## src/rtl/lsu_pkg.sv

```systemverilog
// Shared types and constants for the load/store memory master.
package lsu_pkg;

  localparam int unsigned MEM_ADDR_W = 21;
  localparam int unsigned DATA_W     = 32;
  localparam int unsigned CAP_ADDR_W = MEM_ADDR_W + 2;

  typedef enum logic [1:0] {
    IDLE = 2'b00,
    ACC1 = 2'b01,
    ACC2 = 2'b10,
    RESP = 2'b11
  } state_e;

  typedef enum logic [1:0] {
    BYTE    = 2'b00,
    HALF    = 2'b01,
    WORD    = 2'b10,
    ILLEGAL = 2'b11
  } size_e;

  typedef struct packed {
    logic                  we;
    size_e                 size;
    logic                  uns;
    logic [CAP_ADDR_W-1:0] addr;
    logic [DATA_W-1:0]     wdata;
  } req_t;

  // Byte-lane enables of an access at offset 0.
  function automatic logic [3:0] size_mask(input size_e s);
    case (s)
      BYTE:    size_mask = 4'b0001;
      HALF:    size_mask = 4'b0011;
      WORD:    size_mask = 4'b1111;
      default: size_mask = 4'b0000;
    endcase
  endfunction

endpackage

```

## src/rtl/lsu_align.sv

```systemverilog
// Combinational lane datapath: write mask/data placement and load extraction/extension.
module lsu_align
  import lsu_pkg::*;
(
  input  size_e       size_i,
  input  logic        uns_i,
  input  logic [1:0]  off_i,
  input  logic [31:0] wdata_i,
  input  logic [63:0] rdata_i,
  output logic [7:0]  mask_o,
  output logic [63:0] wide_o,
  output logic [31:0] load_o,
  output logic        split_o
);

  logic [31:0] shifted;

  always_comb begin
    mask_o  = {4'b0000, size_mask(size_i)} << off_i;
    wide_o  = {32'h0, wdata_i} << {off_i, 3'b000};
    split_o = |mask_o[7:4];
    shifted = 32'(rdata_i >> {off_i, 3'b000});
    load_o  = '0;
    case (size_i)
      BYTE:    load_o = uns_i ? {24'h0, shifted[7:0]}  : {{24{shifted[7]}}, shifted[7:0]};
      HALF:    load_o = uns_i ? {16'h0, shifted[15:0]} : {{16{shifted[15]}}, shifted[15:0]};
      WORD:    load_o = shifted;
      default: load_o = '0;
    endcase
  end

endmodule

```

## src/rtl/lsu_mem_master.sv

```systemverilog
// Load/store unit master: turns one core request into one or two word accesses on an SRAM-style port.
module lsu_mem_master
  import lsu_pkg::*;
(
  input  logic                  clk,
  input  logic                  rst,
  input  logic                  req_valid,
  output logic                  req_ready,
  input  logic                  req_we,
  input  logic [1:0]            req_size,
  input  logic                  req_unsigned,
  input  logic [31:0]           req_addr,
  input  logic [31:0]           req_wdata,
  output logic                  rsp_valid,
  output logic                  rsp_err,
  output logic [31:0]           rsp_rdata,
  output logic                  cs,
  output logic                  wr,
  output logic [3:0]            mask,
  output logic [31:0]           data_wr,
  output logic [MEM_ADDR_W-1:0] addr,
  input  logic [31:0]           data_rd
);

  state_e      state_q, state_d;
  req_t        req_q, req_d;
  logic [31:0] lo_q, lo_d;
  logic        rsp_valid_q, rsp_valid_d;
  logic        rsp_err_q, rsp_err_d;
  logic [31:0] rsp_rdata_q, rsp_rdata_d;

  logic [7:0]            al_mask;
  logic [63:0]           al_wide;
  logic [31:0]           al_load;
  logic                  al_split;
  logic [63:0]           rd_pair;
  logic [MEM_ADDR_W-1:0] word_addr;

  // Address bits above the 8 MiB window are deliberately dropped.
  logic unused_addr_hi;
  assign unused_addr_hi = ^req_addr[31:CAP_ADDR_W];

  assign word_addr = req_q.addr[CAP_ADDR_W-1:2];
  assign rd_pair   = (state_q == ACC2) ? {data_rd, lo_q} : {32'h0, data_rd};

  lsu_align u_align (
    .size_i  (req_q.size),
    .uns_i   (req_q.uns),
    .off_i   (req_q.addr[1:0]),
    .wdata_i (req_q.wdata),
    .rdata_i (rd_pair),
    .mask_o  (al_mask),
    .wide_o  (al_wide),
    .load_o  (al_load),
    .split_o (al_split)
  );

  always_ff @(posedge clk) begin
    if (!rst) begin
      state_q     <= IDLE;
      req_q       <= '0;
      lo_q        <= '0;
      rsp_valid_q <= 1'b0;
      rsp_err_q   <= 1'b0;
      rsp_rdata_q <= '0;
    end else begin
      state_q     <= state_d;
      req_q       <= req_d;
      lo_q        <= lo_d;
      rsp_valid_q <= rsp_valid_d;
      rsp_err_q   <= rsp_err_d;
      rsp_rdata_q <= rsp_rdata_d;
    end
  end

  // Next state, response capture and memory port decode from registered state.
  always_comb begin
    state_d     = state_q;
    req_d       = req_q;
    lo_d        = lo_q;
    rsp_valid_d = 1'b0;
    rsp_err_d   = rsp_err_q;
    rsp_rdata_d = rsp_rdata_q;
    req_ready   = 1'b0;
    cs          = 1'b1;
    wr          = 1'b1;
    mask        = '0;
    data_wr     = '0;
    addr        = '0;

    case (state_q)
      IDLE: begin
        req_ready = 1'b1;
        if (req_valid) begin
          req_d.we    = req_we;
          req_d.size  = size_e'(req_size);
          req_d.uns   = req_unsigned;
          req_d.addr  = req_addr[CAP_ADDR_W-1:0];
          req_d.wdata = req_wdata;
          if (size_e'(req_size) == ILLEGAL) begin
            state_d     = RESP;
            rsp_valid_d = 1'b1;
            rsp_err_d   = 1'b1;
            rsp_rdata_d = '0;
          end else begin
            state_d   = ACC1;
            rsp_err_d = 1'b0;
          end
        end
      end

      ACC1: begin
        cs      = 1'b0;
        wr      = ~req_q.we;
        addr    = word_addr;
        mask    = req_q.we ? al_mask[3:0] : 4'b0000;
        data_wr = al_wide[31:0];
        lo_d    = data_rd;
        if (al_split) begin
          state_d = ACC2;
        end else begin
          state_d     = RESP;
          rsp_valid_d = 1'b1;
          rsp_err_d   = 1'b0;
          rsp_rdata_d = req_q.we ? 32'h0 : al_load;
        end
      end

      ACC2: begin
        cs          = 1'b0;
        wr          = ~req_q.we;
        addr        = word_addr + MEM_ADDR_W'(1);
        mask        = req_q.we ? al_mask[7:4] : 4'b0000;
        data_wr     = al_wide[63:32];
        state_d     = RESP;
        rsp_valid_d = 1'b1;
        rsp_err_d   = 1'b0;
        rsp_rdata_d = req_q.we ? 32'h0 : al_load;
      end

      RESP: begin
        state_d = IDLE;
      end

      default: begin
        state_d = IDLE;
      end
    endcase
  end

  assign rsp_valid = rsp_valid_q;
  assign rsp_err   = rsp_err_q;
  assign rsp_rdata = rsp_rdata_q;

endmodule

```

## config.mk

```make
export PLATFORM = sky130hd
export DESIGN_NAME = lsu_mem_master
export DESIGN_NICKNAME = d
export VERILOG_FILES = /design/src/rtl/lsu_pkg.sv /design/src/rtl/lsu_align.sv /design/src/rtl/lsu_mem_master.sv
export SDC_FILE = /design/constraint.sdc
export NUM_CORES = 1
export LEC_CHECK = 0
export ABC_CLOCK_PERIOD_IN_PS = 6500
export BUFFER_PORTS_ARGS = -buffer_cell sky130_fd_sc_hd__buf_4
export CAP_MARGIN = 20
export CORE_MARGIN = 2
export CORE_UTILIZATION = 30
export CTS_CLUSTER_DIAMETER = 80
export DETAILED_ROUTE_END_ITERATION = 8
export GPL_TIMING_DRIVEN = 1
export HOLD_SLACK_MARGIN = 0.12
export PLACE_DENSITY = 0.47
export SYNTH_ARGS = -nofsm -noshare
export SYNTH_HDL_FRONTEND = slang
export SYNTH_SLANG_ARGS = --single-unit
export TNS_END_PERCENT = 100
```

## constraint.sdc

```tcl
create_clock -name clk -period 6.5 [get_ports clk]
set_clock_uncertainty 0.1 [all_clocks]
set_input_delay 0.975 -clock clk [delete_from_list [all_inputs] [get_ports clk]]
set_output_delay 0.975 -clock clk [all_outputs]
set_load 0.01 [all_outputs]
```

## Word-level counts from Yosys, hierarchy flattened

Index checks and enable logic that the tools add are counted.
W data, S select, Z words.

- $add $sub $neg: 1
- Eq/ne operators: 9
- Shift-type cells: 3
- Mux-type cells: 29
- Bitwise gates (word level): 1
- Reduce and logical (&&, ||, !) cells: 8

Operators by type and width:

| operator | number |
|---|---|
| $mux W32 | 6 |
| $pmux W32 S3 | 2 |
| $mux W64 | 1 |
| $pmux W32 S2 | 1 |
| $shl A32 B5 Y64 | 1 |
| $shr A64 B5 Y32 | 1 |
| $pmux W21 S2 | 1 |
| $add A21 B1 Y21 const B | 1 |
| $pmux W4 S3 | 1 |
| $mux W1 | 9 |
| $eq A2 B2 Y1 const B | 4 |
| $mux W4 | 2 |
| $pmux W2 S4 | 1 |
| $pmux W4 S2 | 1 |
| $shl A4 B2 Y8 | 1 |
| $ne A2 B2 Y1 const B | 3 |
| $pmux W1 S3 | 2 |
| $eq A2 B1 Y1 const B | 2 |
| $logic_not A2 Y1 | 2 |
| $mux W2 | 2 |
| $reduce_and A4 Y1 | 1 |
| $reduce_or A4 Y1 | 1 |
| $reduce_and A3 Y1 | 1 |
| $reduce_bool A3 Y1 | 1 |
| 3 further kinds | 3 |

- Register bits after elaboration: 127
- Input port bits: 103
- Output and inout port bits: 94
- Word-level logic and storage cells: 61

## Logic depth before layout (Yosys ltp)

Gate-level depths: netlist of the first run.

- Depth in word-level cells: 8
- Mapped depth: 11
- Gate-level depth less buffers: 7

## Cells and area by module

From an unflattened synthesis of the first run, not the netlist that was laid out.

- Cell total of the unflattened synthesis: 1071
- Area total of the unflattened synthesis: 8274.2 sq um

Modules (own cells, without submodules):

| module | times used | cells each | area each (sq um) | sequential area each (sq um) |
|---|---|---|---|---|
| lsu_mem_master | 1 | 807 | 6229.7 | 2542.4 |
| lsu_align | 1 | 264 | 2044.5 | 0.0 |

## Least setup slack after synthesis of the first run

No wires, ideal clock.

- Kind: register -> output
- Start point: reg state_q[0]
- End point: out addr[11]
- Data arrival time: 2.046 ns
- Data required time: 5.425 ns
- Path slack: 3.379 ns
- Stages on the path, launching flop included: 11
- Buffers on the path: 5
- Cells stage by stage: dfxtp_1 -> inv_1 -> ha_1 -> buf_2 -> buf_2 -> buf_2 -> and2_1 -> clkbuf_1 -> buf_2 -> nand3_1 -> o21ai_0

- Cells in the longest elaborated chain, start to end: 2

Ends and longest elaborated chain:

| item | line | text |
|---|---|---|
| start, declared | lsu_mem_master.sv:25 | `state_e state_q, state_d;` |
| start signal, assigned | lsu_mem_master.sv:67 | `state_q <= state_d;` |
| $eq A2 B2 Y1 / $eq A2 B1 Y1 (equally long branches) | lsu_mem_master.sv:91 | `case (state_q)` |
| $pmux W21 S2 (*) | lsu_mem_master.sv:91 |  |
| end, declared | lsu_mem_master.sv:21 | `output logic [MEM_ADDR_W-1:0] addr,` |

Every way passes the cells marked *; elsewhere a longest branch is shown, timed or not.

## Final worst setup path of the first run

- Start point: reg req_q[34] in the netlist's numbering
- End point: out addr[18]

- Cells in the longest elaborated chain, start to end: 2

Ends and longest elaborated chain:

| item | line | text |
|---|---|---|
| start, declared | lsu_mem_master.sv:26 | `req_t req_q, req_d;` |
| start signal, assigned | lsu_mem_master.sv:68 | `req_q <= req_d;` |
| $add A21 B1 Y21 | lsu_mem_master.sv:132 | `addr = word_addr + MEM_ADDR_W'(1);` |
| $pmux W21 S2 | lsu_mem_master.sv:91 |  |

Every way passes these cells.

==> results.py, run 1 <==
metrics = {
    "run_status": {
        "status": "complete, no violations",
    },
    "critical_path": {
        "arrival_ps": 2860,
        "cp-end-kind": "output port",
        "max_stage_delay_ps": 530,
        "r2r_cells": 5,
        "setup.worst_path.class": "reg2out",
        "r2r_start": "req_q[33]",
        "start_kind": "register",
        "critPathSlowestCell": "nor3b_1",
        "path_max_fanout": 7,
        "rr_endpoint": "rsp_rdata[31]",
        "reg2reg_slack_ps": 3220,
        "crit_chain": "ha_1, and4_1, nor3b_1, clkbuf_2, nand4_1, or3_1, o21ai_0, buf_4",
        "crit_required_ps": 5420,
    },
    "synth": {
        "synth_nets": 1065,
        "netlist_area_sq_um": 7930,
        "synth_edf_count": 0,
        "synth_cells": 951,
        "synth.area.top_cells": "dfxtp_1, mux2i_1, nand2_1",
        "ys_seq_area_frac": 0.321,
        "synth_cell_types": 57,
        "yosys.area.top_type": "dfxtp_1",
        "synth_warnings": 0,
        "synth_ff_type": "dfxtp_1",
        "synth-seq-cells": 127,
        "synth_top_cell_area_share": 0.321,
        "ys_async_sr_fraction": 0,
        "synth.avg_cell_area_sq_um": 8.33,
    },
    "placement": {
        "placed_area_sq_um": 9450,
        "numPortBuffers": 187,
        "dp_hpwl_um": 19000,
        "gp_congestion": 0.809,
    },
    "layout": {
        "drive_above_1_share": 0.261,
        "final_cell_area_sq_um": 10000,
        "antenna_cells": 0,
        "finalNetCount": 1195,
        "layout_common_cells": "buf_4, nand2_1, dfxtp_1, mux2i_1, a21boi_0",
        "layout_commonest_cell": "buf_4",
        "fill_cells": 2784,
        "area_growth_pct": 26.6,
    },
    "timing": {
        "tightest_slew_ps": 1030,
        "finalSetupViolCount": 0,
        "finalSetupTns_ps": 0,
        "rsz0062_at_grt": "no",
        "hold_viol_final": 0,
        "timing.final.max_slew_violations": 0,
        "fmaxAchievable_mhz": 254,
        "fin_crit_sh": 0.605,
        "slew_headroom": 0.309,
        "period_minus_slack_ps": 3940,
    },
    "power": {
        "pwr-share-clk": 0.366,
        "p_switching_mw": 0.910,
        "cellPowerDensity_nw_per_um2": 263,
        "p_leak_nw": 3.89,
        "cellInternalPower_mw": 1.73,
        "p_sw_frac": 0.344,
        "ir_drop_uv": 150,
        "combPwrFrac": 0.280,
        "pwr-share-seq": 0.354,
    },
    "hold_path": {
        "min_path_cells": 1,
        "min_path_type": "reg2reg",
        "min_to": "rsp_rdata[14]",
        "worstHoldStart": "rsp_rdata[14]",
    },
    "detailed_routing": {
        "detail_route.wl_per_cell_um": 19.3,
        "ant_nets": 0,
        "vias": 7532,
        "firstDrtPassIters": 5,
        "vias_per_cell": 5.27,
        "drtIter0Drc": 500,
        "drc_errors": 0,
        "drt-total-wl_um": 27600,
    },
    "floorplan": {
        "initial_core_util": 0.305,
        "io-pin-count": 197,
        "die_area_sq_um": 27700,
        "die_h_um": 167,
        "core_sq_um": 26000,
        "num_rows": 59,
        "fp.dieW_um": 167,
    },
    "clock_tree": {
        "cts_buffer_depth": 2,
        "ctsHoldBuffers": 0,
        "cts_resized": 0,
        "cts_setup_buffers": 0,
        "cts_tree": "done",
        "cts.sinks": 127,
        "numCtsBuffers": 17,
        "clkTransAtPathRegs_ps": 60,
        "root_buffer": "clkbuf_16",
        "h-tree-depth": 4,
        "insertion_delay_ps": 430,
    },
    "global_routing": {
        "grt_pass1_vias": 7223,
        "track_usage": 0.195,
        "grt.overflow.total": 0,
        "antenna_found_initial": 0,
        "grt_max_degree": 107,
        "grt_pass1_wl_um": 42500,
    },
    "run": {
        "maxCapViolations": 0,
    },
}
routing by layer:
metal,up-vias,wire length [um],part of all wire,GRT usage
met5,-,0,0,0
met4,0,469,0.017,0.0562
met3,29,1630,0.059,0.0449
met2,225,13300,0.48,0.324
met1,3608,12200,0.44,0.253
li1,3670,-,-,-
power groups by stage:
stage,combinational [mW],clock [mW],sequential [mW]
after floorplan,0.516,0,0.926
after global placement,0.741,0,0.949
after detailed placement,0.749,0,0.951
after CTS,0.751,0.988,0.934
after global routing,0.817,1.02,0.946
final,0.740,0.968,0.934
kinds of logic (layout without fill, tap and decap cells):
group | Yosys count | after routing | share of synthesized area
AO/OA/AOI/OAI | 247 | 247 | 0.224
XOR/XNOR | 2 | 2 | 0.00221
multiplexers | 132 | 132 | 0.184
adder cells (fa/ha/maj) | 11 | 11 | 0.0174
AND/OR/NAND/NOR | 332 | 332 | 0.197
flip-flops | 127 | 127 | 0.321
buffers and inverters | 100 | 242 | 0.0552
cells in the mapped netlist (6+ instances only):
cell and number:
a22o_1 29, o22ai_1 9, o211ai_1 7, mux2_2 33, inv_1 13, ha_1 11
dfxtp_1 127, clkbuf_1 49, mux4_2 7, o2bb2ai_1 7, nand3_1 31, and3_1 8
mux2i_1 91, buf_2 25, nor2b_1 38, nand4_1 7, buf_1 6, o22a_1 7
a21oi_1 29, o2111ai_1 7, o21ai_0 41, a22oi_1 17, nor2_1 33, a21o_1 8
a222oi_1 6, a21boi_0 61, nand2b_1 8, nand2_1 168, and2_1 19
layout make-up:
| type | instances | area, sq um | share of cell area |
|---|---|---|---|
| sequential | 127 | 2550 | 0.254 |
| multi-input combinational | 724 | 4950 | 0.494 |
| timing repair buffer | 197 | 1480 | 0.147 |
| inverter | 14 | 52.6 | 0.00524 |
| clock inverter | 12 | 139 | 0.0138 |
| clock buffer | 19 | 443 | 0.0442 |
| tap | 335 | 419 | 0.0418 |
critical path, delay by kind of cell, from the launching register on:
kind                       cells  cell delay, ps
buffers and inverters          2             460
and+or+nand+nor                4            1260
adders and majority gates      1             220
AOI/OAI and AO/OA              1             100
DFF                            1             400
state kept, by name, indices dropped and copies added, names as in the netlist:
name and cells:
req_q 59, lo_q 32, rsp_rdata 32, state_q 2
rsp_err 1, rsp_valid 1
through the flow:
stage	std cells	power, mW	util	hold slack [ps]	setup slack [ps]
after CTS	1427	2.67	0.386	360	2280
after detailed placement	1396	1.70	0.363	345	2760
after floorplan	951	1.44	-	352	3380
after global placement	1396	1.69	0.363	340	2770
final	1428	2.64	0.386	354	2560
after global routing	1428	2.78	0.386	382	2350
worst max path at each step:
stage	startpoint	to	slack, ps	cells after the start
after floorplan	state_q[0]	addr[11]	3380	10
after global placement	req_q[34]	addr[18]	2770	7
after detailed placement	req_q[34]	addr[18]	2760	7
after CTS	req_q[34]	addr[18]	2280	7
after global routing	req_q[34]	addr[18]	2350	8
final	req_q[34]	addr[18]	2560	8
Note: power is estimated with default switching activity, not from simulation.
==> run 2: changes to the inputs <==
ABC_CLOCK_PERIOD_IN_PS = 4000   (was 6500)
clock period = 4 ns   (was 6.5 ns; I/O delays follow)
==> results.py, run 2 (same netlist as run 1, synthesis figures left out) <==
metrics = {
    "run_status": {
        "status": "complete, no violations",
    },
    "detailed_routing": {
        "drt-total-wl_um": 27500,
        "drc_errors": 0,
        "vias": 7485,
        "vias_per_cell": 5.21,
        "ant_nets": 0,
        "firstDrtPassIters": 7,
        "detail_route.wl_per_cell_um": 19.1,
        "drtIter0Drc": 473,
    },
    "layout": {
        "largest_reg_flops": 59,
        "finalNetCount": 1203,
        "layout_commonest_cell": "buf_4",
        "layout_common_cells": "buf_4, nand2_1, dfxtp_1, mux2i_1, a21boi_0",
        "fin_util": 0.390,
        "drive_above_1_share": 0.268,
        "area_growth_pct": 27.7,
        "antenna_cells": 0,
        "top_register": "req_q",
    },
    "placement": {
        "post-place-ws_ps": 898,
        "gp_congestion": 0.809,
        "dp_hpwl_um": 19300,
        "numPortBuffers": 187,
    },
    "global_routing": {
        "grt_max_degree": 61,
        "track_usage": 0.195,
        "grt_pass1_vias": 7520,
        "grt.overflow.total": 0,
        "grt_pass1_wl_um": 42600,
        "antenna_found_initial": 0,
    },
    "critical_path": {
        "start_kind": "register",
        "crit_chain": "inv_1, ha_2, nand2_1, or3_1, o21ai_0, buf_4",
        "arrival_ps": 2780,
        "crit_required_ps": 3300,
        "critPathSlowestCell": "ha_2",
        "path_max_fanout": 23,
        "cp-end-kind": "output port",
        "setup.worst_path.class": "reg2out",
        "max_stage_delay_ps": 580,
    },
    "power": {
        "ir_drop_uv": 254,
        "total_power_mw": 4.35,
        "pwr-share-clk": 0.371,
        "pwr-share-seq": 0.348,
        "p_sw_frac": 0.337,
        "p_leak_nw": 3.95,
        "p_switching_mw": 1.46,
        "combPwrFrac": 0.281,
        "cellPowerDensity_nw_per_um2": 430,
        "cellInternalPower_mw": 2.88,
    },
    "timing": {
        "period_minus_slack_ps": 3480,
        "hold_viol_final": 0,
        "finalSetupViolCount": 0,
        "setup_ws_ps": 515,
        "rsz0062_at_grt": "no",
        "tightest_slew_ps": 772,
        "slew_headroom": 0.485,
        "fin_crit_sh": 0.871,
        "timing.final.max_slew_violations": 0,
        "fmaxAchievable_mhz": 287,
        "finalSetupTns_ps": 0,
    },
    "clock_tree": {
        "insertion_delay_ps": 420,
        "cts_tree": "done",
        "clkTransAtPathRegs_ps": 60,
        "cts_resized": 0,
        "h-tree-depth": 4,
        "numCtsBuffers": 17,
        "cts_setup_buffers": 0,
        "ctsHoldBuffers": 0,
        "root_buffer": "clkbuf_16",
        "cts_buffer_depth": 2,
        "cts.sinks": 127,
    },
    "floorplan": {
        "num_rows": 59,
        "initial_core_util": 0.305,
        "die_area_sq_um": 27700,
        "die_h_um": 167,
        "io-pin-count": 197,
        "core_sq_um": 26000,
        "fp.dieW_um": 167,
    },
    "run": {
        "maxCapViolations": 0,
    },
    "hold_path": {
        "min_path_type": "in2reg",
    },
}
## run 2: changes by cell type in the layout (fill, tap and decap cells not counted), sizes merged
cell and change:
inv +1, buf +9, clkinv -1
## run 2: worst paths after layout
path	start	endpoint	slack (ps)	depth (start not counted)
hold / removal	req_wdata[12]	req_q[12]	330	3
hold reg to reg	rsp_rdata[7]	rsp_rdata[7]	360	2
setup reg to reg	state_q[1]	rsp_rdata[30]	960	7
setup / recovery	state_q[0]	addr[18]	520	6
## run 2: power groups by stage
stage	Combinational (mW)	Clock, mW	Sequential, mW
floorplan	0.839	0	1.50
global placement	1.23	0	1.54
detailed placement	1.24	0	1.54
CTS	1.24	1.65	1.51
global route	1.35	1.71	1.53
finish	1.22	1.61	1.51
## run 2: worst max-delay path: cells and delay by family, from the launching register on
family / cells / cell delay, ps
flip-flops: 1 / 340
AND/OR/NAND/NOR: 2 / 1060
adder cells (fa/ha/maj): 1 / 580
buffers and inverters: 2 / 280
AO/OA/AOI/OAI: 1 / 100
## run 2: per-stage QoR
step	hold slack, ps	cell area [sq um]	cells
after floorplan	352	7930	951
after global placement	339	9510	1405
after detailed placement	346	9510	1405
after CTS	316	10100	1437
after global routing	320	10100	1437
final	330	10100	1437
## run 2: layout make-up
| class | count | area [sq um] |
|---|---|---|
| fillers | 2763 | 15900 |
| well taps | 335 | 419 |
| repair buffers | 205 | 1540 |
| inverters | 14 | 52.6 |
| flip-flops and latches | 127 | 2550 |
| clock buffers | 20 | 478 |
| clock inverters | 12 | 131 |
| multi-input cells | 724 | 4950 |
## run 2: metal layers
metal  global-route usage  wire length [um]  vias up
li1                     -                 -     3686
met2                0.327             13300      229
met1                0.250             12200     3539
met5                    0                 0        -
met3               0.0454              1530       31
met4               0.0536               490        0
